--- src/rtl/pipe_ctrl.sv ---
`default_nettype none
// ============================================================================
// Module   : pipe_ctrl
// Brief    : Stall/flush controller for the five-stage MIPS32 pipeline.
//            Merges ID/EX/MEM stall requests, runs the multi-cycle EX
//            counter and defers flushes until a MEM bus transaction ends.
// Options  : PIPE_CTRL_PERF_EN adds perf_clr, perf_stall_cycles and
//            perf_flush_cnt (saturating stall-cycle and flush counters).
// Revision : 1.0 - initial release
// ============================================================================
module pipe_ctrl (
  input  logic        clk,
  input  logic        rst,
  input  logic        stallreq_id,
  input  logic        stallreq_ex,
  input  logic        stallreq_mem,
  input  logic        ex_mc_start,
  input  logic [3:0]  ex_mc_len,
  input  logic        flush_req,
  input  logic [31:0] flush_pc,
`ifdef PIPE_CTRL_PERF_EN
  input  logic        perf_clr,
  output logic [31:0] perf_stall_cycles,
  output logic [31:0] perf_flush_cnt,
`endif
  output logic [5:0]  stall,
  output logic        flush,
  output logic [31:0] new_pc,
  output logic        mc_busy,
  output logic        mc_last
);

  // Stall vectors: bit0=PC .. bit4=MEM/WB, bit5 mirrors bit4
  localparam logic [5:0] c_stall_none = 6'b000000;
  localparam logic [5:0] c_stall_id   = 6'b000111;
  localparam logic [5:0] c_stall_ex   = 6'b001111;
  localparam logic [5:0] c_stall_mem  = 6'b111111;

  typedef enum logic [1:0] {
    S_RUN    = 2'd0,
    S_MULTI  = 2'd1,
    S_PFLUSH = 2'd2
  } state_t;

  state_t      r_state;
  logic [3:0]  r_mc_cnt;
  logic [31:0] r_pend_pc;

  state_t      w_state_nxt;
  logic [3:0]  w_mc_cnt_nxt;
  logic [31:0] w_pend_pc_nxt;
  logic [5:0]  w_stall;
  logic        w_flush;
  logic [31:0] w_new_pc;
  logic        w_mc_busy;
  logic        w_mc_last;

  // Next-state and same-cycle stall/flush decode from requests and state
  always_comb begin
    w_state_nxt   = r_state;
    w_mc_cnt_nxt  = r_mc_cnt;
    w_pend_pc_nxt = r_pend_pc;
    w_stall       = c_stall_none;
    w_flush       = 1'b0;
    w_new_pc      = 32'd0;
    w_mc_busy     = 1'b0;
    w_mc_last     = 1'b0;

    case (r_state)
      S_RUN: begin
        if (flush_req && !stallreq_mem) begin
          w_flush  = 1'b1;
          w_new_pc = flush_pc;
        end else if (flush_req) begin
          // Bus is mid-transaction: remember the target, flush once it frees
          w_pend_pc_nxt = flush_pc;
          w_state_nxt   = S_PFLUSH;
          w_stall       = c_stall_mem;
        end else if (stallreq_mem) begin
          w_stall = c_stall_mem;
        end else if (ex_mc_start && (ex_mc_len != 4'd0)) begin
          w_stall = c_stall_ex;
          if (ex_mc_len == 4'd1) begin
            w_mc_last = 1'b1;
          end else begin
            // This cycle is the first of N, so N-1 remain in MULTI
            w_mc_cnt_nxt = ex_mc_len - 4'd1;
            w_state_nxt  = S_MULTI;
          end
        end else if (stallreq_ex) begin
          w_stall = c_stall_ex;
        end else if (stallreq_id) begin
          w_stall = c_stall_id;
        end
      end

      S_MULTI: begin
        w_mc_busy = 1'b1;
        if (flush_req && !stallreq_mem) begin
          w_flush      = 1'b1;
          w_new_pc     = flush_pc;
          w_mc_cnt_nxt = 4'd0;
          w_state_nxt  = S_RUN;
        end else if (flush_req) begin
          w_pend_pc_nxt = flush_pc;
          w_mc_cnt_nxt  = 4'd0;
          w_state_nxt   = S_PFLUSH;
          w_stall       = c_stall_mem;
        end else if (stallreq_mem) begin
          // Counter holds while the MEM stage is waiting on the bus
          w_stall = c_stall_mem;
        end else begin
          w_stall = c_stall_ex;
          if (r_mc_cnt <= 4'd1) begin
            w_mc_last    = 1'b1;
            w_mc_cnt_nxt = 4'd0;
            w_state_nxt  = S_RUN;
          end else begin
            w_mc_cnt_nxt = r_mc_cnt - 4'd1;
          end
        end
      end

      S_PFLUSH: begin
        // New flush requests are dropped here; the older one wins
        if (stallreq_mem) begin
          w_stall = c_stall_mem;
        end else begin
          w_flush     = 1'b1;
          w_new_pc    = r_pend_pc;
          w_state_nxt = S_RUN;
        end
      end

      default: begin
        w_state_nxt  = S_RUN;
        w_mc_cnt_nxt = 4'd0;
      end
    endcase
  end

  // Controller state: FSM, multi-cycle counter and pending redirect PC
  always_ff @(posedge clk or negedge rst) begin
    if (!rst) begin
      r_state   <= S_RUN;
      r_mc_cnt  <= 4'd0;
      r_pend_pc <= 32'd0;
    end else begin
      r_state   <= w_state_nxt;
      r_mc_cnt  <= w_mc_cnt_nxt;
      r_pend_pc <= w_pend_pc_nxt;
    end
  end

  // Outputs are held at zero for as long as reset is asserted
  assign stall   = rst ? w_stall   : c_stall_none;
  assign flush   = rst ? w_flush   : 1'b0;
  assign new_pc  = rst ? w_new_pc  : 32'd0;
  assign mc_busy = rst ? w_mc_busy : 1'b0;
  assign mc_last = rst ? w_mc_last : 1'b0;

`ifdef PIPE_CTRL_PERF_EN
  logic [31:0] r_perf_stall;
  logic [31:0] r_perf_flush;

  // Saturating counters of PC-stall cycles and flush cycles
  always_ff @(posedge clk or negedge rst) begin
    if (!rst) begin
      r_perf_stall <= 32'd0;
      r_perf_flush <= 32'd0;
    end else if (perf_clr) begin
      r_perf_stall <= 32'd0;
      r_perf_flush <= 32'd0;
    end else begin
      if (stall[0] && (r_perf_stall != 32'hFFFF_FFFF)) begin
        r_perf_stall <= r_perf_stall + 32'd1;
      end
      if (flush && (r_perf_flush != 32'hFFFF_FFFF)) begin
        r_perf_flush <= r_perf_flush + 32'd1;
      end
    end
  end

  assign perf_stall_cycles = r_perf_stall;
  assign perf_flush_cnt    = r_perf_flush;
`endif

endmodule
`default_nettype wire

--- config.mk ---
export PLATFORM = sky130hd
export DESIGN_NAME = pipe_ctrl
export DESIGN_NICKNAME = d
export VERILOG_FILES = /design/src/rtl/pipe_ctrl.sv
export SDC_FILE = /design/constraint.sdc
export NUM_CORES = 1
export LEC_CHECK = 0
export ABC_AREA = 1
export CAP_MARGIN = 20
export CORE_ASPECT_RATIO = 1.1
export CORE_MARGIN = 2
export CORE_UTILIZATION = 60
export CTS_CLUSTER_DIAMETER = 150
export DETAILED_ROUTE_END_ITERATION = 8
export DONT_BUFFER_PORTS = 1
export PLACE_DENSITY = 0.8
export SETUP_SLACK_MARGIN = 0.3
export SLEW_MARGIN = 10
export SYNTH_ARGS = -nofsm -noshare
export SYNTH_HDL_FRONTEND = slang
export SYNTH_SLANG_ARGS = --single-unit
--- constraint.sdc ---
create_clock -name clk -period 3.3 [get_ports clk]
set_input_delay 0.165 -clock clk [delete_from_list [all_inputs] [get_ports clk]]
set_output_delay 0.165 -clock clk [all_outputs]
set_load 0.005 [all_outputs]
# After elaboration in Yosys (flattened, before gate mapping)
# Index checks and enable logic that the tools add are counted.
dict set report word_totals {
  ff_bits 38
  in_bits 43
  out_inout_bits 41
  wordCells 85
}
dict set report classes {
  addsub 2
  magnitude_cmp 1
  n_eq_ne 14
  n_mux 54
  n_bitwise 2
  n_reduce_logical 9
}
# cell count
set ops {}
lappend ops {{32-bit 2-to-1 mux} 3}
lappend ops {{32-bit case mux with 2 select lines} 1}
lappend ops {{6-bit 2-to-1 mux} 8}
lappend ops {{4-bit 2-to-1 mux} 11}
lappend ops {{2-bit 2-to-1 mux} 10}
lappend ops {{6-bit case mux with 3 select lines} 1}
lappend ops {{1-bit 2-to-1 mux} 15}
lappend ops {{7-bit AND reduction} 2}
lappend ops {{2-bit inequality test, second input constant} 6}
lappend ops {{4-bit case mux with 3 select lines} 1}
lappend ops {{3-bit inequality test, second input constant} 3}
lappend ops {{4-bit inequality test, second input constant} 2}
lappend ops {{4-bit by 1-bit subtractor with 4-bit output, second input constant} 2}
lappend ops {{2-bit case mux with 3 select lines} 1}
lappend ops {{4-bit by 1-bit equality test with 1-bit output, second input constant} 1}
lappend ops {{4-bit by 1-bit <= comparator with 1-bit output, second input constant} 1}
lappend ops {{1-bit case mux with 2 select lines} 2}
lappend ops {{4-bit nonzero test} 1}
lappend ops {{3-bit 2-to-1 mux} 1}
lappend ops {{3-bit AND reduction} 1}
lappend ops {{2-bit by 1-bit equality test with 1-bit output, second input constant} 1}
lappend ops {{2-bit equality test, second input constant} 1}
lappend ops {{1-bit logical AND} 2}
lappend ops {{2-bit zero test} 1}
lappend ops {{3 further kinds} 4}

# Depth between registers and ports, before layout
# Gate-level depths: netlist (run 1).
dict set report depth {
  depth_word 8
  depth_mapped 9
  depth_no_buf 9
}

# Least setup slack after synthesis (run 1)
# No wires, ideal clock.
dict set report synth_path {
  kind {register -> output}
  from {reg r_state[1]}
  to {out stall[1]}
  arrival_time_ns 1.372
  t_required_ns 3.135
  slack_ns 1.763
  path_stages_with_launch 7
  n_path_buf 1
  cell_sequence {dfrtp_1 > nor2_1 > inv_1 > nor2_1 > nand2_1 > a31oi_1 > buf_4}
}
dict set report synth_via {
  elab_chain_cells 3
  word_cells_on_any_way 5
  cone_classes {2 x eq/ne; 2 x mux; 1 x reduce/logical}
}
# element line
set synth_lines {}
lappend synth_lines {{start: declaration} 45} ;# state_t r_state;
lappend synth_lines {{start signal: assignment} 149} ;# r_state <= w_state_nxt;
lappend synth_lines {{2-bit equality test, or another cell as far along} 69} ;# case (r_state)
lappend synth_lines {{6-bit case mux with 3 select lines *} 69}
lappend synth_lines {{6-bit 2-to-1 mux *} 156} ;# assign stall = rst ? w_stall : c_stall_none;
lappend synth_lines {{end: declaration} 26} ;# output logic [5:0] stall,
# Mark *: on every way between the ends. The rest lies on a longest branch, timed or not.

# Worst setup path after layout (run 1)
dict set report layout_path {
  from {reg r_state[1]}
  to {out new_pc[20]}
}
dict set report layout_via {
  elab_chain_cells 4
  word_cells_on_any_way 6
  cone_classes {2 x eq/ne; 2 x mux; 2 x reduce/logical}
}
# element line
set layout_lines {}
lappend layout_lines {{2-bit by 1-bit equality test with 1-bit output or 2-bit zero test (tied branches)} 69}
lappend layout_lines {{2-bit OR reduction (no line)} n/a}
lappend layout_lines {{32-bit case mux with 2 select lines *} 69}
lappend layout_lines {{32-bit 2-to-1 mux *} 158} ;# assign new_pc = rst ? w_new_pc : 32'd0;
lappend layout_lines {{end: declaration} 28} ;# output logic [31:0] new_pc,
# Marked as above.

==> key figures, run 1 <==
Cells and area
  • Fillers: 310
  • Flip-flop and latch area: between 900 and 1000 sq um
  • ANT cells: 0
  • Share of layout cells above drive strength 1: 18.7%
  • Final Cell Area: 2380 sq um
  • Syn-to-layout area delta: 5.27%
  • Area of the multi-input gates: roughly 1200 sq um
  • Commonest non-fill, non-tap cell in the layout: nor2_1
  • Most frequent cells in the layout: nor2_1 (47), dfrtp_1 (38), nand2_1 (37), a22oi_1 (32), mux2_2 (32)
  • Net count, final: a little under 300

Clock network
  • Clk Latency, worst-skew pair: 0.28 ns
  • Clock-pin slew on the worst setup and hold paths: ~0.07 ns
  • # clock sinks: 38
  • CTS Buf Count: 5
  • H-Tree Level Count: 2
  • CTS tree: yes
  • Clk buf depth: 2
  • CTS root buf: clkbuf_8

Yosys
  • Async SR Flop Fraction: 100%
  • Post-synthesis cell type count: 24
  • Dominant synthesized flop cell: dfrtp_1
  • Top cells by area, synth: dfrtp_1 (42%), mux2_2 (16%), a22oi_1 (11%)
  • Syn_nets: 298
  • Yosys warns: 0
  • Yosys top cell area share: roughly 42%
  • Fraction of the yosys area taken by sequential cells: 42.1%
  • Cells after Synth: 250
  • Synth Area per Inst: around 9 sq um
  • Yosys top cell by area: dfrtp_1
  • Flops & latches, synth: 38
  • Synthesized area: 2260 sq um
  • Post-synth EDFFs: 0

Pwr
  • Leakage: 1.05 nW
  • Power density over the cells: around 650 nW/um^2
  • Int Power: 1.04 mW
  • Max VDD drop: 0.386 mV
  • Sw frac: between 30 and 40%
  • Seq pwr share: 45.1%
  • Psw: 0.494 mW
  • Logic gate share of total power: 30.6%
  • Clock power frac: between 20% and 30%

GRT
  • Largest net degree at the start of global routing: 39
  • Vias in the first global route: about 1600
  • Initial antenna violation count: 0
  • GRT overflow: 0
  • GRT Total Usage: 20.5%
  • First-pass GRT wire length: 6930 um

Critical path
  • CP Class: reg -> out
  • CP Capture Type: primary output
  • Largest stage delay, worst path: 0.47 ns
  • Startpoint types: flip-flop
  • Worst-path fanout max: 18
  • Worst path required time: 3.13 ns
  • Slowest cell on crit path: nor2_2
  • WP data arrival: 1.99 ns
  • Cells along the critical path: inv_2 > nand2_1 > nor2_2 > buf_4 > a22oi_1 > nor2_1

Timing
  • Setup violations, final: 0
  • Fmax: 463 MHz
  • Slew HR: about two fifths
  • Hold Fails Final Rpt: 0
  • Clock Skew: about 0.0058 ns
  • Part of the cycle the worst path needs: between 60% and 70%
  • Final min period: 2.16 ns
  • RSZ-0062 raised after global routing: false
  • Setup ws final: 1.14 ns
  • Slew of the pin with the lowest slew margin: 0.889 ns
  • Setup_tns: 0 ns
  • Max Slew Vio Count: 0

Detailed routing
  • DRC viols: 0
  • WL final: 4350 um
  • Initial drt markers: 119
  • WL/cell: 14.7 um
  • DRT Pass-1 Iters: 5
  • Via count: 1713
  • Vias per Instance: 5.79
  • DRT antenna net count: 0

Placed design
  • Buffers on Ports: 0
  • Cell Area, Placed: 2240 sq um
  • Place WS: 1.43 ns
  • Post-DP HPWL: between 3000 and 4000 um
  • Routability-driven placement congestion ratio: between 0.8 and 0.9

Status
  • Run status: finished clean

Floorplan
  • Core area: 3630 sq um
  • I/O pin total: 84
  • Site row count: 23
  • Die X: 62.5 um
  • Die H: a little under 70 um
  • Die Area: 4270 sq um
  • Initial Utilization: between 60% and 70%

Hold path
  • Worst min-delay path class: in -> reg

Job
  • Max_cap viols: 0
## kinds of logic after synthesis
logic type / Yosys count / synth area share, %
flops: 38 / 42.1
fa+ha+maj: 5 / 2.77
xor+xnor: 2 / 0.776
buf+inv: 32 / 7.15
simple gates: 101 / 18.6
mux: 32 / 16.0
compound gates: 40 / 12.6
## flip-flops by register name (all words and copies together) (netlist names)
name,count
r_mc_cnt,4
r_state,2
r_pend_pc,32
## power by group through the flow
stage | Sequential, mW | Combinational, mW | Clock [mW]
2_1_floorplan | 0.674 | 0.415 | 0
3_3_place_gp | 0.692 | 0.448 | 0
3_5_place_dp | 0.700 | 0.460 | 0
4_1_cts | 0.692 | 0.475 | 0.383
5_1_grt | 0.711 | 0.544 | 0.403
6_report | 0.693 | 0.471 | 0.374
## critical path: cells and delay by family (launching register included)
kind                   cells  cell delay (ns)
AO/OA/AOI/OAI              1             0.12
flip-flops                 1             0.43
AND/OR/NAND/NOR            3             0.70
buffers and inverters      2             0.45
## cell usage after synthesis, drive strengths merged, types with 2 or more instances
cell type / instances
nand4: 2
nand3: 10
inv: 15
a22oi: 32
xnor2: 2
nor2: 48
nor3: 4
clkbuf: 3
o21ai: 3
o22ai: 3
nand2: 37
ha: 5
buf: 13
dfrtp: 38
mux2: 32
## cell type report
cell class | instances | area share, %
clock inverters | 1 | 1.26
clock buffers | 7 | 3.21
inverters | 16 | 2.53
well taps | 50 | 2.63
repair buffers | 4 | 1.90
flip-flops and latches | 38 | 40.0
multi-input cells | 180 | 48.4
## final timing paths
path / slack, ns / from / end / cells past startpoint
max: 1.14 / r_state[1]$_DFFE_PN0P_ / new_pc[20] / 6
min: 0.03 / flush_pc[5] / r_pend_pc[5]$_DFFE_PN0P_ / 1
max reg2reg: 1.47 / r_state[1]$_DFFE_PN0P_ / r_pend_pc[19]$_DFFE_PN0P_ / 3
min reg2reg: 0.51 / r_mc_cnt[1]$_DFFE_PN0P_ / r_mc_cnt[1]$_DFFE_PN0P_ / 2
max in group asynchronous: 2.78 / rst / r_mc_cnt[0]$_DFFE_PN0P_ / 2
min in group asynchronous: 0.34 / rst / r_pend_pc[6]$_DFFE_PN0P_ / 2
## routing by layer
metal / GRT usage, % / part of all wire (%) / vias to the layer above
met1: 26.4 / 43 / 800
li1: - / - / 846
met2: 34.3 / 49 / 60
met5: 0 / 0 / -
met4: 8.33 / 1.5 / 0
met3: 4.61 / 7.1 / 7
## per-stage QoR
step                power (mW)  util [%]  hold WS (ns)  instances
floorplan                 1.09         -        -0.131        250
global placement          1.14      61.8        -0.130        286
detailed placement        1.16      61.8        -0.130        286
CTS                       1.55      65.5        0.0206        296
global route              1.66      65.5        0.0189        296
finish                    1.54      65.5        0.0281        296
## repair_timing
action                                 4_1_cts  5_1_grt
gates resized for setup                      0        0
endpoints found under the hold margin       38        0
hold buffers                                 2        0
buffers inserted                             0        0
Note: power is estimated with default switching activity, not from simulation.
==> run 2: changes to the inputs <==
ABC_AREA = 0   (was 1)
clock period = 2.18 ns   (was 3.3 ns; I/O delays follow)
==> run 2 against run 1 <==
  * Setup slack worse by 0.71 ns
  * Die area is 6.4% higher
  * Sequential cell count stayed put
  * Area after synthesis is 6.8% higher
  * Critical path type unchanged
  * Global-route usage is 6.2 points higher
  * Via count is 13% higher
  * Routed wire length is 33% higher
  * Register-to-register slack worse by 0.98 ns
==> key figures, run 2 <==
Floorplan
  • Initial Utilization: 61.8%
  • I/O pin total: 84
  • Core area: 3900 sq um
  • Die H: 70.5 um
  • Die Area: around 4500 sq um
  • Site row count: 24
  • Die X: 64.4 um

Critical path
  • CP Capture Type: primary output
  • Worst-path fanout max: 10
  • Startpoint types: flip-flop
  • WP data arrival: 1.64 ns
  • CP Class: reg -> out
  • Worst path required time: 2.07 ns

Timing
  • Clock Skew: 0.00464 ns
  • Setup violations, final: 0
  • Final min period: 1.75 ns
  • Hold Fails Final Rpt: 0
  • Setup_tns: 0 ns
  • Fmax: 571 MHz
  • Slew HR: 67.6%
  • Slew of the pin with the lowest slew margin: 0.478 ns
  • RSZ-0062 raised after global routing: false
  • Setup ws final: 0.428 ns
  • Max Slew Vio Count: 0
  • Part of the cycle the worst path needs: 80.4%

Yosys
  • Flops & latches, synth: 38
  • Fraction of the yosys area taken by sequential cells: 39.4%
  • Top cells by area, synth: dfrtp_1 (39%), mux2_4 (19%), a22oi_1 (10%)
  • Post-synthesis cell type count: 40
  • Yosys top cell by area: dfrtp_1
  • Syn_nets: 272
  • Post-synth EDFFs: 0
  • Synth Area per Inst: 10.8 sq um
  • Count leader, synth: nor2_1
  • Cells after Synth: 224
  • Dominant synthesized flop cell: dfrtp_1
  • Yosys warns: 0
  • Synth cell count leaders: nor2_1 (39), dfrtp_1 (38), a22oi_1 (33)
  • Synthesized area: 2410 sq um
  • Async SR Flop Fraction: 100%
  • Yosys top cell area share: 39.4%

Placed design
  • Place WS: approximately 0.45 ns
  • Buffers on Ports: 0
  • Routability-driven placement congestion ratio: 0.905
  • Post-DP HPWL: 3520 um

GRT
  • Vias in the first global route: 1928
  • First-pass GRT wire length: 9370 um
  • Largest net degree at the start of global routing: 39
  • GRT overflow: 0
  • Initial antenna violation count: 0
  • GRT Total Usage: 26.7%

Pwr
  • Max VDD drop: 0.442 mV
  • Power density over the cells: 697 nW/um^2
  • Leakage: about 1.3 nW
  • Overall Power: 2.01 mW

Status
  • Run status: finished clean

Cells and area
  • Commonest non-fill, non-tap cell in the layout: nor2_1
  • Most frequent cells in the layout: nor2_1 (38), dfrtp_1 (36), dlygate4sd3_1 (35), a22oi_1 (33), mux2_4 (30)
  • Final Util: 73.8%
  • Share of layout cells above drive strength 1: about a quarter
  • ANT cells: 0
  • Top reg by flops: r_pend_pc
  • Max reg flops: 32
  • Syn-to-layout area delta: 19.4%
  • Net count, final: 309
  • Largest registers: r_pend_pc: 32 flops, r_mc_cnt: 4 flops, r_state: 2 flops

Clock network
  • CTS Buf Count: 5
  • Clk Latency, worst-skew pair: between 0.2 and 0.3 ns
  • # clock sinks: 38
  • CTS root buf: clkbuf_8
  • CTS tree: yes
  • H-Tree Level Count: 2
  • Clk buf depth: 2
  • Clock-pin slew on the worst setup and hold paths: around 0.070 ns

Detailed routing
  • WL/cell: 18.5 um
  • DRT antenna net count: 0
  • Vias per Instance: 6.20
  • DRC viols: 0
  • Initial drt markers: around 190
  • DRT Pass-1 Iters: 4
  • WL final: around 5800 um
  • Via count: 1935

Job
  • Max_cap viols: 0

Hold path
  • Worst min-delay path class: in -> reg
==> run 2: report_power, final <==
part,internal (mW),switching (mW)
combinational,0.332,0.230
sequential,0.851,0.112
clock,0.244,0.238
total,1.43,0.580
==> run 2: layer usage <==
metal | GRT usage [%] | up-vias | part of all wire, % | wire length (um)
li1 | - | 882 | - | -
met1 | 34.2 | 968 | 41 | 2360
met2 | 43.3 | 78 | 52 | 2970
met3 | 7.41 | 7 | 6.4 | 366
met4 | 9.69 | 0 | 1.1 | 64
met5 | 0 | - | 0 | 0
==> run 2: area by class of cell <==
type | count | area [sq um]
clock buffer | 6 | 82.6
fill | 287 | 1020
inverter | 8 | 32.5
multi-input combinational | 158 | 1270
sequential | 38 | 953
tap | 52 | 65.1
timing repair buffer | 50 | 475
==> run 2: final timing paths <==
path,to,depth (start not counted),slack (ns),startpoint
worst max register to register,r_mc_cnt[3]$_DFFE_PN0P_,6,0.49,r_mc_cnt[0]$_DFFE_PN0P_
min in group asynchronous,r_mc_cnt[1]$_DFFE_PN0P_,2,0.28,rst
max in group asynchronous,r_state[1]$_DFFE_PN0P_,2,1.70,rst
worst max-delay path,stall[1],3,0.43,r_state[1]$_DFFE_PN0P_
worst min-delay path,r_state[0]$_DFFE_PN0P_,2,0.03,flush_req
worst min register to register,r_pend_pc[29]$_DFFE_PN0P_,1,0.52,r_pend_pc[29]$_DFFE_PN0P_
==> run 2: critical path: stages (launching register included) <==
cell,delay [ns]
dfrtp_2,0.47
or2_2,0.36
a221oi_2,0.31
a41o_1,0.21
==> run 2: what timing repair did <==
action	CTS	global route
hold buffers	36	0
endpoints found under the setup margin	32	21
gates resized for setup	1	1
setup buffers	0	5
hold endpoints to repair	71	0
==> run 2: cell families after synthesis <==
logic type	after synthesis	synth area share, %
mux	33	20.0
flops	38	39.4
simple gates	63	11.4
compound gates	55	17.8
fa+ha+maj	5	2.59
xor+xnor	2	0.727
buf+inv	28	7.99
==> run 2: metrics by stage <==
| step | instances | hold WS [ns] | instance area [sq um] |
|---|---|---|---|
| after detailed placement | 265 | -0.186 | 2390 |
| after global placement | 265 | -0.186 | 2390 |
| final | 312 | 0.0281 | 2880 |
| after CTS | 307 | 0.0130 | 2840 |
| after global routing | 312 | 0.0107 | 2880 |
| after floorplan | 224 | -0.187 | 2410 |
